--- src/rtl/ok_host_stream_bridge_pkg.sv ---
// Shared constants for the host stream bridge: default lane geometry,
// status-bit positions and the FIFO pointer type.
package ok_bridge_pkg;

    localparam int DEF_DATA_W      = 16;
    localparam int DEF_TX_LANES    = 2;
    localparam int DEF_RX_LANES    = 1;
    localparam int DEF_DEPTH       = 8;
    localparam int DEF_SYNC_STAGES = 2;
    localparam int DEF_CNT_W       = 16;
    localparam int DEF_TX_W        = DEF_TX_LANES * DEF_DATA_W;
    localparam int DEF_RX_W        = DEF_RX_LANES * DEF_DATA_W;
    localparam int DEF_PTR_W       = $clog2(DEF_DEPTH) + 1;

    localparam int STAT_TX_OVF = 0;
    localparam int STAT_RX_UNF = 1;

    typedef logic [DEF_PTR_W-1:0] ptr_t;

endpackage

--- src/rtl/ok_host_stream_bridge_if.sv ---
// Bundle of host-wire and emulator-handshake signals around the bridge.
// The bridge itself uses the slave view; whoever drives host and emulator uses master.
interface ok_host_stream_bridge_if
    import ok_bridge_pkg::*;
#(
    parameter int DATA_W   = DEF_DATA_W,
    parameter int TX_LANES = DEF_TX_LANES,
    parameter int RX_LANES = DEF_RX_LANES,
    parameter int DEPTH    = DEF_DEPTH,
    parameter int CNT_W    = DEF_CNT_W
);
    localparam int TX_W    = TX_LANES * DATA_W;
    localparam int RX_W    = RX_LANES * DATA_W;
    localparam int SPACE_W = $clog2(DEPTH) + 1;

    logic               host_tx_tog;
    logic [TX_W-1:0]    host_tx_bits;
    logic [CNT_W-1:0]   host_tx_count;
    logic [SPACE_W-1:0] host_tx_space;
    logic               emu_tx_valid;
    logic               emu_tx_ready;
    logic [TX_W-1:0]    emu_tx_bits;
    logic               emu_rx_valid;
    logic               emu_rx_ready;
    logic [RX_W-1:0]    emu_rx_bits;
    logic               host_rx_valid;
    logic [RX_W-1:0]    host_rx_bits;
    logic               host_rx_tog;
    logic [CNT_W-1:0]   host_rx_count;
    logic [1:0]         host_status;

    modport slave (
        input  host_tx_tog, host_tx_bits, emu_tx_ready, emu_rx_valid, emu_rx_bits, host_rx_tog,
        output host_tx_count, host_tx_space, emu_tx_valid, emu_tx_bits, emu_rx_ready,
               host_rx_valid, host_rx_bits, host_rx_count, host_status
    );

    modport master (
        output host_tx_tog, host_tx_bits, emu_tx_ready, emu_rx_valid, emu_rx_bits, host_rx_tog,
        input  host_tx_count, host_tx_space, emu_tx_valid, emu_tx_bits, emu_rx_ready,
               host_rx_valid, host_rx_bits, host_rx_count, host_status
    );

endinterface

--- src/rtl/ok_host_stream_bridge_fifo.sv ---
// First-word-fall-through synchronous FIFO; the head reads as zero while empty
// so nothing stale is ever visible after a reset.
module ok_stream_fifo
    import ok_bridge_pkg::*;
#(
    parameter int W     = DEF_TX_W,
    parameter int DEPTH = DEF_DEPTH
) (
    input  logic                     clock,
    input  logic                     reset_n,
    input  logic                     push_i,
    input  logic [W-1:0]             data_i,
    input  logic                     pop_i,
    output logic [W-1:0]             data_o,
    output logic                     full_o,
    output logic                     empty_o,
    output logic [$clog2(DEPTH):0]   count_o
);
    localparam int AW    = $clog2(DEPTH);
    localparam int PTR_W = AW + 1;

    logic [W-1:0]     mem_q [DEPTH];
    logic [PTR_W-1:0] wrPtr_q, wrPtr_d;
    logic [PTR_W-1:0] rdPtr_q, rdPtr_d;
    logic             doPush, doPop;

    // Extra pointer MSB distinguishes full (MSBs differ) from empty (equal).
    assign empty_o = (wrPtr_q == rdPtr_q);
    assign full_o  = (wrPtr_q[AW] != rdPtr_q[AW]) && (wrPtr_q[AW-1:0] == rdPtr_q[AW-1:0]);
    assign count_o = wrPtr_q - rdPtr_q;
    assign data_o  = empty_o ? '0 : mem_q[rdPtr_q[AW-1:0]];

    assign doPop  = pop_i && !empty_o;
    assign doPush = push_i && (!full_o || doPop);

    always_comb begin
        wrPtr_d = wrPtr_q;
        rdPtr_d = rdPtr_q;
        if (doPush) wrPtr_d = wrPtr_q + 1'b1;
        if (doPop)  rdPtr_d = rdPtr_q + 1'b1;
    end

    always_ff @(posedge clock or negedge reset_n) begin
        if (!reset_n) begin
            wrPtr_q <= '0;
            rdPtr_q <= '0;
        end else begin
            wrPtr_q <= wrPtr_d;
            rdPtr_q <= rdPtr_d;
        end
    end

    always_ff @(posedge clock) begin
        if (doPush) mem_q[wrPtr_q[AW-1:0]] <= data_i;
    end

endmodule

--- src/rtl/ok_host_stream_bridge.sv ---
// Host-to-emulator stream adapter: every flip of a host toggle wire becomes exactly
// one ready/valid beat, with a FIFO in each direction and sticky error flags.
module ok_host_stream_bridge
    import ok_bridge_pkg::*;
#(
    parameter int DATA_W      = DEF_DATA_W,
    parameter int TX_LANES    = DEF_TX_LANES,
    parameter int RX_LANES    = DEF_RX_LANES,
    parameter int DEPTH       = DEF_DEPTH,
    parameter int SYNC_STAGES = DEF_SYNC_STAGES,
    parameter int CNT_W       = DEF_CNT_W
) (
    input  logic                   clock,
    input  logic                   reset_n,
    ok_host_stream_bridge_if.slave bus
);
    localparam int TX_W  = TX_LANES * DATA_W;
    localparam int RX_W  = RX_LANES * DATA_W;
    localparam int PTR_W = $clog2(DEPTH) + 1;

    logic [SYNC_STAGES-1:0] txSync_q, rxSync_q;
    logic                   txLast_q, rxLast_q;
    logic                   active_q;
    logic [CNT_W-1:0]       txCount_q, txCount_d;
    logic [CNT_W-1:0]       rxCount_q, rxCount_d;
    logic                   txOvf_q, txOvf_d;
    logic                   rxUnf_q, rxUnf_d;

    logic                   txEdge, rxEdge;
    logic                   txPush, txPop, txFull, txEmpty;
    logic [PTR_W-1:0]       txLevel;
    logic [TX_W-1:0]        txHead;
    logic                   rxPush, rxPop, rxFull, rxEmpty, rxReady;
    logic [PTR_W-1:0]       rxLevel;
    logic [RX_W-1:0]        rxHead;

    // active_q holds space/ready at zero while in reset so every output reads 0 then.
    always_ff @(posedge clock or negedge reset_n) begin
        if (!reset_n) begin
            txSync_q  <= '0;
            rxSync_q  <= '0;
            txLast_q  <= 1'b0;
            rxLast_q  <= 1'b0;
            active_q  <= 1'b0;
            txCount_q <= '0;
            rxCount_q <= '0;
            txOvf_q   <= 1'b0;
            rxUnf_q   <= 1'b0;
        end else begin
            txSync_q  <= {txSync_q[SYNC_STAGES-2:0], bus.host_tx_tog};
            rxSync_q  <= {rxSync_q[SYNC_STAGES-2:0], bus.host_rx_tog};
            txLast_q  <= txSync_q[SYNC_STAGES-1];
            rxLast_q  <= rxSync_q[SYNC_STAGES-1];
            active_q  <= 1'b1;
            txCount_q <= txCount_d;
            rxCount_q <= rxCount_d;
            txOvf_q   <= txOvf_d;
            rxUnf_q   <= rxUnf_d;
        end
    end

    // Both toggle polarities count as one event each.
    assign txEdge = txSync_q[SYNC_STAGES-1] ^ txLast_q;
    assign rxEdge = rxSync_q[SYNC_STAGES-1] ^ rxLast_q;

    // A full TX FIFO still takes the word when the emulator frees the head this cycle.
    assign txPop   = !txEmpty && bus.emu_tx_ready;
    assign txPush  = txEdge && (!txFull || txPop);
    assign rxReady = active_q && !rxFull;
    assign rxPush  = bus.emu_rx_valid && rxReady;
    assign rxPop   = rxEdge && !rxEmpty;

    always_comb begin
        txCount_d = txCount_q + CNT_W'(txPush);
        rxCount_d = rxCount_q + CNT_W'(rxPop);
        txOvf_d   = txOvf_q | (txEdge & ~txPush);
        rxUnf_d   = rxUnf_q | (rxEdge & rxEmpty);
    end

    ok_stream_fifo #(.W(TX_W), .DEPTH(DEPTH)) txFifo (
        .clock   (clock),
        .reset_n (reset_n),
        .push_i  (txPush),
        .data_i  (bus.host_tx_bits),
        .pop_i   (txPop),
        .data_o  (txHead),
        .full_o  (txFull),
        .empty_o (txEmpty),
        .count_o (txLevel)
    );

    ok_stream_fifo #(.W(RX_W), .DEPTH(DEPTH)) rxFifo (
        .clock   (clock),
        .reset_n (reset_n),
        .push_i  (rxPush),
        .data_i  (bus.emu_rx_bits),
        .pop_i   (rxPop),
        .data_o  (rxHead),
        .full_o  (rxFull),
        .empty_o (rxEmpty),
        .count_o (rxLevel)
    );

    assign bus.emu_tx_valid  = !txEmpty;
    assign bus.emu_tx_bits   = txHead;
    assign bus.emu_rx_ready  = rxReady;
    assign bus.host_rx_valid = (rxLevel != '0);
    assign bus.host_rx_bits  = rxHead;
    assign bus.host_tx_count = txCount_q;
    assign bus.host_rx_count = rxCount_q;
    assign bus.host_tx_space = active_q ? (PTR_W'(DEPTH) - txLevel) : '0;
    assign bus.host_status[STAT_TX_OVF] = txOvf_q;
    assign bus.host_status[STAT_RX_UNF] = rxUnf_q;

endmodule
--- src/flat_wrapper.sv ---
// flat-port wrapper written by rule: the top's interface ports become plain ports
module ok_host_stream_bridge_flat import ok_bridge_pkg::*;
#(
    parameter int DATA_W      = DEF_DATA_W,
    parameter int TX_LANES    = DEF_TX_LANES,
    parameter int RX_LANES    = DEF_RX_LANES,
    parameter int DEPTH       = DEF_DEPTH,
    parameter int SYNC_STAGES = DEF_SYNC_STAGES,
    parameter int CNT_W       = DEF_CNT_W
)
  (clock, reset_n, bus_host_tx_tog, bus_host_tx_bits, bus_emu_tx_ready, bus_emu_rx_valid, bus_emu_rx_bits, bus_host_rx_tog, bus_host_tx_count, bus_host_tx_space, bus_emu_tx_valid, bus_emu_tx_bits, bus_emu_rx_ready, bus_host_rx_valid, bus_host_rx_bits, bus_host_rx_count, bus_host_status);
  ok_host_stream_bridge_if #(.DATA_W(DATA_W), .TX_LANES(TX_LANES), .RX_LANES(RX_LANES), .DEPTH(DEPTH), .CNT_W(CNT_W)) bus_i ();
  input  logic clock;
  input  logic reset_n;
  input wire logic [$bits(bus_i.host_tx_tog)-1:0] bus_host_tx_tog;
  input wire logic [$bits(bus_i.host_tx_bits)-1:0] bus_host_tx_bits;
  input wire logic [$bits(bus_i.emu_tx_ready)-1:0] bus_emu_tx_ready;
  input wire logic [$bits(bus_i.emu_rx_valid)-1:0] bus_emu_rx_valid;
  input wire logic [$bits(bus_i.emu_rx_bits)-1:0] bus_emu_rx_bits;
  input wire logic [$bits(bus_i.host_rx_tog)-1:0] bus_host_rx_tog;
  output wire logic [$bits(bus_i.host_tx_count)-1:0] bus_host_tx_count;
  output wire logic [$bits(bus_i.host_tx_space)-1:0] bus_host_tx_space;
  output wire logic [$bits(bus_i.emu_tx_valid)-1:0] bus_emu_tx_valid;
  output wire logic [$bits(bus_i.emu_tx_bits)-1:0] bus_emu_tx_bits;
  output wire logic [$bits(bus_i.emu_rx_ready)-1:0] bus_emu_rx_ready;
  output wire logic [$bits(bus_i.host_rx_valid)-1:0] bus_host_rx_valid;
  output wire logic [$bits(bus_i.host_rx_bits)-1:0] bus_host_rx_bits;
  output wire logic [$bits(bus_i.host_rx_count)-1:0] bus_host_rx_count;
  output wire logic [$bits(bus_i.host_status)-1:0] bus_host_status;
  assign bus_i.host_tx_tog = bus_host_tx_tog;
  assign bus_i.host_tx_bits = bus_host_tx_bits;
  assign bus_i.emu_tx_ready = bus_emu_tx_ready;
  assign bus_i.emu_rx_valid = bus_emu_rx_valid;
  assign bus_i.emu_rx_bits = bus_emu_rx_bits;
  assign bus_i.host_rx_tog = bus_host_rx_tog;
  assign bus_host_tx_count = bus_i.host_tx_count;
  assign bus_host_tx_space = bus_i.host_tx_space;
  assign bus_emu_tx_valid = bus_i.emu_tx_valid;
  assign bus_emu_tx_bits = bus_i.emu_tx_bits;
  assign bus_emu_rx_ready = bus_i.emu_rx_ready;
  assign bus_host_rx_valid = bus_i.host_rx_valid;
  assign bus_host_rx_bits = bus_i.host_rx_bits;
  assign bus_host_rx_count = bus_i.host_rx_count;
  assign bus_host_status = bus_i.host_status;
  ok_host_stream_bridge #(.DATA_W(DATA_W), .TX_LANES(TX_LANES), .RX_LANES(RX_LANES), .DEPTH(DEPTH), .SYNC_STAGES(SYNC_STAGES), .CNT_W(CNT_W)) u_core (.clock(clock), .reset_n(reset_n), .bus(bus_i));
endmodule
--- config.mk ---
export PLATFORM = sky130hd
export DESIGN_NAME = ok_host_stream_bridge_flat
export DESIGN_NICKNAME = d
export VERILOG_FILES = /design/src/rtl/ok_host_stream_bridge_pkg.sv /design/src/rtl/ok_host_stream_bridge_if.sv /design/src/rtl/ok_host_stream_bridge_fifo.sv /design/src/rtl/ok_host_stream_bridge.sv /design/src/flat_wrapper.sv
export SDC_FILE = /design/constraint.sdc
export NUM_CORES = 1
export LEC_CHECK = 0
export BUFFER_PORTS_ARGS = -buffer_cell sky130_fd_sc_hd__buf_2
export CAP_MARGIN = 10
export CORE_AREA = 2 2 176 178
export CTS_CLUSTER_DIAMETER = 50
export DETAILED_ROUTE_END_ITERATION = 8
export DIE_AREA = 0 0 178 180
export GPL_ROUTABILITY_DRIVEN = 0
export PLACE_DENSITY = 0.89
export SYNTH_ARGS = -nofsm -noshare
export SYNTH_HDL_FRONTEND = slang
export SYNTH_SLANG_ARGS = --single-unit
--- constraint.sdc ---
create_clock -name clock -period 7.53 [get_ports clock]
set_clock_uncertainty 0.15 [all_clocks]
set_input_delay 0.3765 -clock clock [delete_from_list [all_inputs] [get_ports clock]]
set_output_delay 0.3765 -clock clock [all_outputs]
set_load 0.05 [all_outputs]
-- Word level (Yosys, flattened, before mapping)
Memories as Yosys holds them, arrays and structs flattened.
Index checks and enable logic that the tools add are counted.
- reduce and logical (&&, ||, !) cells: 19
- add/subtract/negate cells: 9
- mux-type cells: 7
- order comparisons: 0
- div/mod/pow operators: 0
- equal/unequal tests: 6
- $mul: 0
- shift operators: 0
- bitwise operators: 7
- operators with widths (operator ; number):
    16-bit by 1-bit adder with 16-bit output ; 2
    32-bit 2-to-1 mux ; 1
    4-bit by 1-bit adder with 4-bit output (second input constant) ; 4
    16-bit 2-to-1 mux ; 1
    1-bit logical AND ; 11
    4-bit equality test ; 2
    4-bit subtractor ; 2
    3-bit equality test ; 2
    1-bit logical NOT ; 4
    1-bit 2-to-1 mux ; 4
    4-bit 2-to-1 mux ; 1
    4-bit nonzero test ; 1
    4-bit subtractor (first input constant) ; 1
    1-bit logical OR ; 3
    1-bit AND ; 2
    1-bit != test ; 2
    1-bit bitwise OR ; 2
    1-bit XOR ; 2
    1-bit inverter ; 1
- bits in writable memories: 384
- bits of input ports: 54
- output and inout bits: 89
- logic and storage cells: 63
- memories kept: 2
- memory bits (read-only): 0
- flip-flop bits (word level): 57
- bits in latches: 0
- memories (name ; words ; bits a word ; rd ports ; clocked after memory_dff ; wr ports ; line ; text):
    u_core.txFifo.mem_q ; 8 ; 32 ; 1 ; 0 ; 1 ; ok_host_stream_bridge_fifo.sv:22 ; logic [W-1:0] mem_q [DEPTH];
    u_core.rxFifo.mem_q ; 8 ; 16 ; 1 ; 0 ; 1 ; ok_host_stream_bridge_fifo.sv:22 ;

-- Depth between registers and ports, before layout
Gate-level depths: netlist of the first run.
- depth in word-level cells: 8
- mapped depth: 15
- gate-level depth less buffers: 11

-- Modules after synthesis
From an unflattened synthesis of the first run, not the netlist that was laid out.
- cell total of the unflattened synthesis: 1005
- area, all modules: 17810.8 µm²
- modules (own cells, without submodules) (module ; instances ; cells each ; area each (µm²) ; seq. area each (µm²)):
    ok_stream_fifo at u_core.txFifo ; 1 ; 573 ; 10517.6 ; 7887.6
    ok_stream_fifo at u_core.rxFifo ; 1 ; 279 ; 5429.0 ; 4043.9
    ok_host_stream_bridge ; 1 ; 153 ; 1864.3 ; 1026.0

-- Worst setup path after synthesis of the first run
OpenSTA, ideal clock, no wires.
- kind: register -> register
- start: register u_core.txFifo.rdPtr_q[0]
- end: memory u_core.txFifo.mem_q[0][0] (netlist bit) (enable)
- setup time: 0.501 ns
- buffers on the path: 3
- cell stages (with the launch flop): 9
- clock period less this slack: 5.204 ns
- slack: 2.326 ns
- arrival: 4.552 ns
- required time: 6.879 ns
- cell sequence: dfrtp_1 -> buf_4 -> buf_4 -> buf_4 -> inv_1 -> ha_1 -> nand3_1 -> o31ai_4 -> nor4_1
- word-level cells in the longest chain between the ends: 8
- elaborated cells between the ends (all ways): 13
- those cells by class: 2 x eq/ne; 2 x mux; 9 x reduce/logical
- ends and longest elaborated chain (element ; line ; text):
    start: declaration ; ok_host_stream_bridge_fifo.sv:24 ; logic [PTR_W-1:0] rdPtr_q, rdPtr_d;
    start signal: assignment ; ok_host_stream_bridge_fifo.sv:49 ; rdPtr_q <= rdPtr_d;
    4-bit equality test / 3-bit equality test (equally long branches) ; ok_host_stream_bridge_fifo.sv:28, ok_host_stream_bridge_fifo.sv:29 ;
    1-bit logical NOT / 1-bit logical AND (equally long branches) ; ok_host_stream_bridge_fifo.sv:33, ok_host_stream_bridge.sv:67, ok_host_stream_bridge_fifo.sv:29 ;
    1-bit logical AND / 1-bit logical NOT (equally long branches) ; ok_host_stream_bridge.sv:67, ok_host_stream_bridge_fifo.sv:34, ok_host_stream_bridge.sv:68 ;
    1-bit logical OR / 1-bit logical AND (equally long branches) ; ok_host_stream_bridge.sv:68, ok_host_stream_bridge_fifo.sv:33 ;
    1-bit logical AND / 1-bit logical OR (equally long branches) ; ok_host_stream_bridge.sv:68, ok_host_stream_bridge_fifo.sv:34 ;
    1-bit logical AND (*) ; ok_host_stream_bridge_fifo.sv:34 ; assign doPush = push_i && (!full_o || doPop);
    1-bit 2-to-1 mux (*) ; ok_host_stream_bridge_fifo.sv:54 ; if (doPush) mem_q[wrPtr_q[AW-1:0]] <= data_i;
    1-bit 2-to-1 mux (not written as such) (*) ; ok_host_stream_bridge_fifo.sv:54 ;
    end: declaration ; ok_host_stream_bridge_fifo.sv:22 ;
Mark *: on every way between the ends. The rest lies on a longest branch, timed or not.

-- Final worst setup path of the first run
- start: register u_core.txFifo.rdPtr_q[0]
- end: output bus_emu_tx_bits[19]
- word-level cells in the longest chain between the ends: 2
- elaborated cells between the ends (all ways): 3
- those cells by class: 1 x eq/ne; 1 x mux; 1 x memory
- ends and longest elaborated chain (element ; line ; text):
    memory 8 x 32 bit / 4-bit equality test (equally long branches) ; n/a ;
    32-bit 2-to-1 mux (*) ; ok_host_stream_bridge_fifo.sv:31 ; assign data_o = empty_o ? '0 : mem_q[rdPtr_q[AW-1:0]];
    end: declaration ; flat_wrapper.sv:24 ; output wire logic [$bits(bus_i.emu_tx_bits)-1:0] bus_emu_tx_bits;
Marked as above.

==> out/summary.md, run 1 <==
## Status
- run status: complete, no violations

## Yosys
- Post-Syn Area per Cell: 17.24 um^2
- number of nets produced by synthesis: 1086
- async set-reset flop share out of synthesis: 12.93%
- fraction of the yosys area taken by sequential cells: 73.99%
- number of distinct library cells after synthesis: 45
- leading cell types by total area after synthesis: sky130_fd_sc_hd__edfxtp_1 66%, sky130_fd_sc_hd__mux2i_1 11%, sky130_fd_sc_hd__dfrtp_1 8.1%, sky130_fd_sc_hd__a221oi_1 2.2%, sky130_fd_sc_hd__a22oi_1 2.1%
- Primary FF master, synth: sky130_fd_sc_hd__edfxtp_1
- synth warn: 0
- synthesized cell area: 17510 um^2
- number of enable-type register cells in the synthesized netlist: 384
- Post-Synthesis Cells: 1016
- post-synth top area share: 65.84%
- dominant cell type by area after synthesis: sky130_fd_sc_hd__edfxtp_1
- register bit count reported by yosys: 441

## Job
- number of max-cap violations: 0

## GRT
- global-route wire length before repair: 55280 um
- number of antenna violations at the first check in global routing: 1
- vias in the first global route: 10071
- all-layer global routing usage: 22.71%
- gr ovfl total: 0
- pin count of the biggest net entering global routing: 69

## Cells and area
- area of combinational cells with multiple inputs: 4268 um^2
- final net count: 1298
- Area growth syn-to-layout: 17.73%
- register cell area after layout: 12960 um^2
- # fillers: 1878
- final non-filler cell total: 1662
- layout cell share with drive strength beyond 1: 21.34%

## Clock tree
- TritonCTS clock tree: done
- clk slew on worst S/H paths: 0.06 ns
- post-cts hold buffer count: 51
- total number of H-tree levels: 2
- Clock Latency Late Sink: 0.54 ns
- Root Buffer: sky130_fd_sc_hd__clkbuf_16
- Post-CTS Setup Repair Bufs: 0
- Sink Count: 441
- worst-case clock buffer depth: 3
- clock buffers created by TritonCTS: 46
- post-cts sizing count: 0

## Drt
- initial DRC count: 874
- drt via density: 5.872
- detailed-route via count: 9760
- DR pass1 iterations: 5
- met2 wire length: 19230 um
- final routed DRC violation total: 0
- antenna-violating nets left: 0
- routed wire length on met3: 2565 um
- post-detailed-route wirelength per cell: 21.82 um
- highest routed layer: met4
- met1 wire length: 13420 um
- total wire length: 36260 um

## Placement
- IO buf count: 142
- Cells after DPL: 1525
- post-detail-place hpwl: 19480 um

## STA
- count of pins over their slew limit: 0
- hold violation total from the final report: 0
- final setup violation count: 0
- RSZ-0062 raised after global routing: no
- Max Freq: 211.3 MHz
- final worst-path cycle share: 62.84%
- worst rel slew slack: 22.31%
- pin slew with the least headroom to its limit: 1.165 ns
- time the final worst path needs with I/O delays and setup: 4.732 ns
- total negative slack for setup checks: 0 ns

## Power
- maximum ir drop on the vdd rail: 0.3693 mV
- power density over the cells: 457.4 nW/um^2
- P_leak: 7.955 nW

## Critical path
- element type at the critical path start: register
- crit end category: output port
- critical path start-end classification: register to output port
- critical path data required time: 7.00 ns
- peak fanout along the critical path: 68
- cell-by-cell trace of the critical path: buf_4, mux2i_1, a22oi_1, nand2_1, a221oi_1, buf_2
- slowest library cell on the worst path: sky130_fd_sc_hd__dfrtp_4
- Worst EP arrival: 4.21 ns
- Critical Path Max Stage Delay: 1.18 ns

## Worst hold path
- Hold Crit Class: input pin to register

## Floorplan
- Die Y-Extent: 180 um
- site row count: 64
- area inside the core boundary: 30190 um^2
- Chip Width: 178 um
- number of top-level pins: 143
- area enclosed by the die boundary: 32040 um^2
- starting density of the core: 58.01%

==> registers in the layout, summed over array words and instances, names as in the netlist, 2 cells and up <==
| signal | cells |
|---|---|
| u_core.rxFifo.rdPtr_q | 4 |
| u_core.txFifo.wrPtr_q | 4 |
| u_core.bus.host_tx_count | 16 |
| u_core.rxFifo.wrPtr_q | 4 |
| u_core.bus.host_rx_count | 16 |
| u_core.txFifo.rdPtr_q | 4 |
| u_core.rxFifo.mem_q | 128 |
| u_core.txFifo.mem_q | 256 |
| u_core.rxSync_q | 2 |
| u_core.txSync_q | 2 |
==> kinds of logic (layout without fill, tap and decap cells) <==
group / count (synthesis) / after routing / share of synthesized area, %
xor gates and xnor gates: 46 / 46 / 2.386
AOI/OAI and AO/OA: 107 / 107 / 5.244
buffers and inverters: 62 / 311 / 2.058
DFF: 441 / 441 / 73.99
muxes: 195 / 195 / 11.16
adders and majority gates: 16 / 16 / 1.186
other: 1 / 2 / 0.02141
and+or+nand+nor: 148 / 148 / 3.958
==> per-layer routing <==
layer,vias to the layer above,global-route usage [%]
li1,4404,-
met1,4852,26.68
met2,416,41.41
met3,88,4.019
met4,0,8.197
met5,-,0
==> cells in the final DEF, fill, tap and decap left out, drive strengths merged, types with 2 or more instances in the layout <==
master         n
buf          162
mux2i        193
nor2b          5
clkbuf        49
mux2           2
clkinvlp       5
and3           4
nor2          19
and2           4
nand2         71
o21ai          2
a221oi        48
xor2          13
dlygate4sd3   51
edfxtp       384
ha            15
and4           4
nand4          5
nor4           2
nor3           9
xnor2         33
inv           20
dfrtp         57
a21o           2
nand3         17
nand2b         5
bufinv         3
clkinv        21
a22oi         48
==> Yosys cell counts (all sizes together) (4+ instances only) <==
| library cell | n |
|---|---|
| nand4 | 5 |
| a22oi | 48 |
| nand3 | 17 |
| dfrtp | 57 |
| a221oi | 48 |
| and4 | 4 |
| buf | 31 |
| nor3 | 9 |
| nand2 | 71 |
| clkbuf | 18 |
| and2 | 4 |
| mux2i | 193 |
| and3 | 4 |
| nand2b | 5 |
| xnor2 | 33 |
| inv | 13 |
| ha | 15 |
| nor2 | 19 |
| edfxtp | 384 |
| nor2b | 5 |
| xor2 | 13 |
==> cell type report <==
type	count	share of cell area [%]
Antenna cell	1	0.01214
Tap cell	396	2.403
Inverter	13	0.2367
Sequential cell	441	62.88
Multi-Input combinational cell	513	20.70
Timing Repair Buffer	213	6.651
Clock inverter	36	1.475
Clock buffer	49	5.638
==> final timing paths <==
check | start | end | slack, ns | cells after the start
worst max-delay path | u_core.txFifo.rdPtr_q[0] | bus_emu_tx_bits[19] | 2.80 | 6
worst min-delay path | bus_emu_tx_ready | u_core.txFifo.rdPtr_q[2] | 0.06 | 3
worst max register to register | u_core.txFifo.rdPtr_q[0] | u_core.txFifo.mem_q[6][15] | 3.81 | 7
worst min register to register | u_core.rxSync_q[0] | u_core.rxSync_q[1] | 0.20 | 0
max in group asynchronous | reset_n | u_core.txFifo.rdPtr_q[0] | 6.29 | 3
min in group asynchronous | reset_n | u_core.txSync_q[0] | 0.36 | 3
==> metrics by stage <==
step           power [mW]  hold slack [ns]  instance area (um^2)  utilization, %  setup slack (ns)
6_report            9.430          0.05810                 20620           68.29             2.798
5_1_grt             9.820          0.07137                 20620           68.29             2.616
4_1_cts             9.446          0.03673                 20610           68.29             2.862
3_5_place_dp        7.255           0.1847                 18640           61.74             3.478
3_3_place_gp        7.147           0.1858                 18640           61.74             3.569
2_1_floorplan       6.301         -0.06909                 17510               -             2.326
==> worst max-delay path: cells and delay by family, from the launching register on <==
kind,cells,cell delay [ns]
DFF,1,1.18
buffers and inverters,2,1.32
and+or+nand+nor,1,0.16
AOI/OAI and AO/OA,2,0.70
muxes,1,0.20
==> report_power, final <==
group / leakage [nW] / internal [mW] / switching [mW]
logic: 3.05 / 1.14 / 2.84
clock network: 0.708 / 1.24 / 0.920
registers: 4.20 / 3.04 / 0.264
total: 7.96 / 5.41 / 4.02
Note: power is estimated with default switching activity, not from simulation.
==> inputs of run 2 (changes only) <==
==> constraint.sdc (replaced) <==
create_clock -name clock -period 4.95 [get_ports clock]
set_clock_uncertainty 0.15 [all_clocks]
set_input_delay 0.2475 -clock clock [delete_from_list [all_inputs] [get_ports clock]]
set_output_delay 0.2475 -clock clock [all_outputs]
set_load 0.05 [all_outputs]
==> run 2 against run 1 <==
- die area stayed put
- critical path depth stayed put
- worst setup slack worse by 1.9 ns
- non-clock buffer count is 6 higher
- critical path type unchanged
- power is 51% higher
- clock power is 50% higher
- core utilization is 0.070 points higher
- first-iteration DRC count is 10% lower
- via count is 0.17% higher
- flip-flop and latch count stayed put
- sequential share of layout area is 0.065 points lower
==> out/summary.md, run 2 (synthesis gave the netlist of run 1 again) <==
## Cells and area
- layout cell share with drive strength beyond 1: 21.14%
- final net count: 1305
- top library cells by usage in the layout, fill and taps aside: 384 x sky130_fd_sc_hd__edfxtp_1, 193 x sky130_fd_sc_hd__mux2i_1, 142 x sky130_fd_sc_hd__buf_2
- final non-filler cell total: 1664
- Area growth syn-to-layout: 17.85%
- antenna fix cells: 0
- Largest register FFs: 256
- leading cell type in the layout, fill and taps excluded: sky130_fd_sc_hd__edfxtp_1

## Clock tree
- total number of H-tree levels: 2
- Post-CTS Setup Repair Bufs: 0
- post-cts hold buffer count: 53
- Clock Latency Late Sink: 0.54 ns
- post-cts sizing count: 0
- Sink Count: 441
- TritonCTS clock tree: done
- clock buffers created by TritonCTS: 47
- worst-case clock buffer depth: 3
- Root Buffer: sky130_fd_sc_hd__clkbuf_16
- clk slew on worst S/H paths: 0.06 ns

## Drt
- drt via density: 5.876
- DR pass1 iterations: 7
- total wire length: 36090 um
- initial DRC count: 783
- detailed-route via count: 9777
- antenna-violating nets left: 0
- post-detailed-route wirelength per cell: 21.69 um
- final routed DRC violation total: 0

## STA
- Max Freq: 249.4 MHz
- worst rel slew slack: 25.10%
- final setup violation count: 0
- total negative slack for setup checks: 0 ns
- time the final worst path needs with I/O delays and setup: 4.009 ns
- count of pins over their slew limit: 0
- hold violation total from the final report: 0
- pin slew with the least headroom to its limit: 1.123 ns
- final worst-path cycle share: 80.99%
- RSZ-0062 raised after global routing: no

## Power
- final total power: 14.26 mW
- maximum ir drop on the vdd rail: 0.5500 mV
- P_leak: 7.976 nW
- power density over the cells: 690.8 nW/um^2

## Floorplan
- area inside the core boundary: 30190 um^2
- Chip Width: 178 um
- site row count: 64
- Die Y-Extent: 180 um
- number of top-level pins: 143
- starting density of the core: 58.01%
- area enclosed by the die boundary: 32040 um^2

## GRT
- gr ovfl total: 0
- global-route wire length before repair: 55410 um
- vias in the first global route: 10045
- number of antenna violations at the first check in global routing: 0
- all-layer global routing usage: 22.48%
- pin count of the biggest net entering global routing: 68

## Worst hold path
- end of the worst hold path: u_core.rxSync_q[1]
- Hold Crit Class: register to register
- instance count along the most critical hold path: 0
- Hold Path Origin: u_core.rxSync_q[0]

## Critical path
- Worst EP arrival: 3.61 ns
- peak fanout along the critical path: 58
- critical path start-end classification: register to output port
- element type at the critical path start: register
- Reg2Reg Depth: 7
- critical path data required time: 4.55 ns
- crit end category: output port
- R2R Path Start: u_core.txFifo.rdPtr_q[0]
- R2R Setup Slk: 1.24 ns
- r2r endpoint: u_core.txFifo.mem_q[7][29]

## Placement
- post-detail-place hpwl: 19880 um
- Cells after DPL: 1529
- IO buf count: 142

## Job
- number of max-cap violations: 0

## Status
- run status: complete, no violations

-- run 2: layout make-up --
cell class                 instances  area [um^2]
fill                            1875         9550
clock inverter                    26        226.5
clock buffer                      56         1210
timing repair buffer             219         1421
multi-input combinational        513         4272
tap                              396        495.5
inverter                          13        48.80
sequential                       441        12960
-- run 2: how the worst max path moves through the flow --
| stage | startpoint | endpoint | slack, ns | depth (start not counted) |
|---|---|---|---|---|
| global placement | u_core.txFifo.rdPtr_q[0] | u_core.txFifo.mem_q[7][29] | 1.28 | 7 |
| global route | u_core.txFifo.rdPtr_q[0] | bus_emu_tx_bits[25] | 0.70 | 6 |
| CTS | u_core.txFifo.rdPtr_q[0] | bus_emu_tx_bits[2] | 0.97 | 6 |
| finish | u_core.txFifo.rdPtr_q[0] | bus_emu_tx_bits[25] | 0.94 | 6 |
| floorplan | u_core.txFifo.rdPtr_q[0] | u_core.txFifo.mem_q[2][0] | 0.48 | 10 |
| detailed placement | u_core.txFifo.rdPtr_q[0] | u_core.txFifo.mem_q[7][2] | 1.19 | 7 |
-- run 2: critical path: stages (launching register included) --
cell	delay, ns
sky130_fd_sc_hd__dfrtp_4	0.90
sky130_fd_sc_hd__buf_4	0.87
sky130_fd_sc_hd__mux2i_1	0.20
sky130_fd_sc_hd__a22oi_1	0.28
sky130_fd_sc_hd__nand2_1	0.10
sky130_fd_sc_hd__a221oi_1	0.34
sky130_fd_sc_hd__buf_2	0.35
-- run 2: power breakdown --
part | internal, mW | total [mW] | switching [mW]
logic | 1.72 | 6.05 | 4.32
clock network | 1.82 | 3.23 | 1.41
registers | 4.62 | 4.98 | 0.355
total | 8.17 | 14.3 | 6.09
-- run 2: metal layers --
| layer | global-route usage (%) | up-vias | share of wire [%] |
|---|---|---|---|
| li1 | - | 4414 | - |
| met1 | 27.35 | 4878 | 39 |
| met2 | 40.67 | 407 | 53 |
| met3 | 3.807 | 78 | 6.0 |
| met4 | 7.016 | 0 | 2.5 |
| met5 | 0 | - | 0 |
-- run 2: metrics by stage --
step	util [%]	setup slack, ns	area [um^2]	hold slack (ns)
finish	68.36	0.9411	20640	0.1971
detailed placement	61.85	1.187	18670	0.1873
floorplan	-	0.4771	17520	-0.1981
global placement	61.85	1.275	18670	0.1877
CTS	68.36	0.9743	20640	0.1859
global route	68.36	0.6981	20640	0.1946
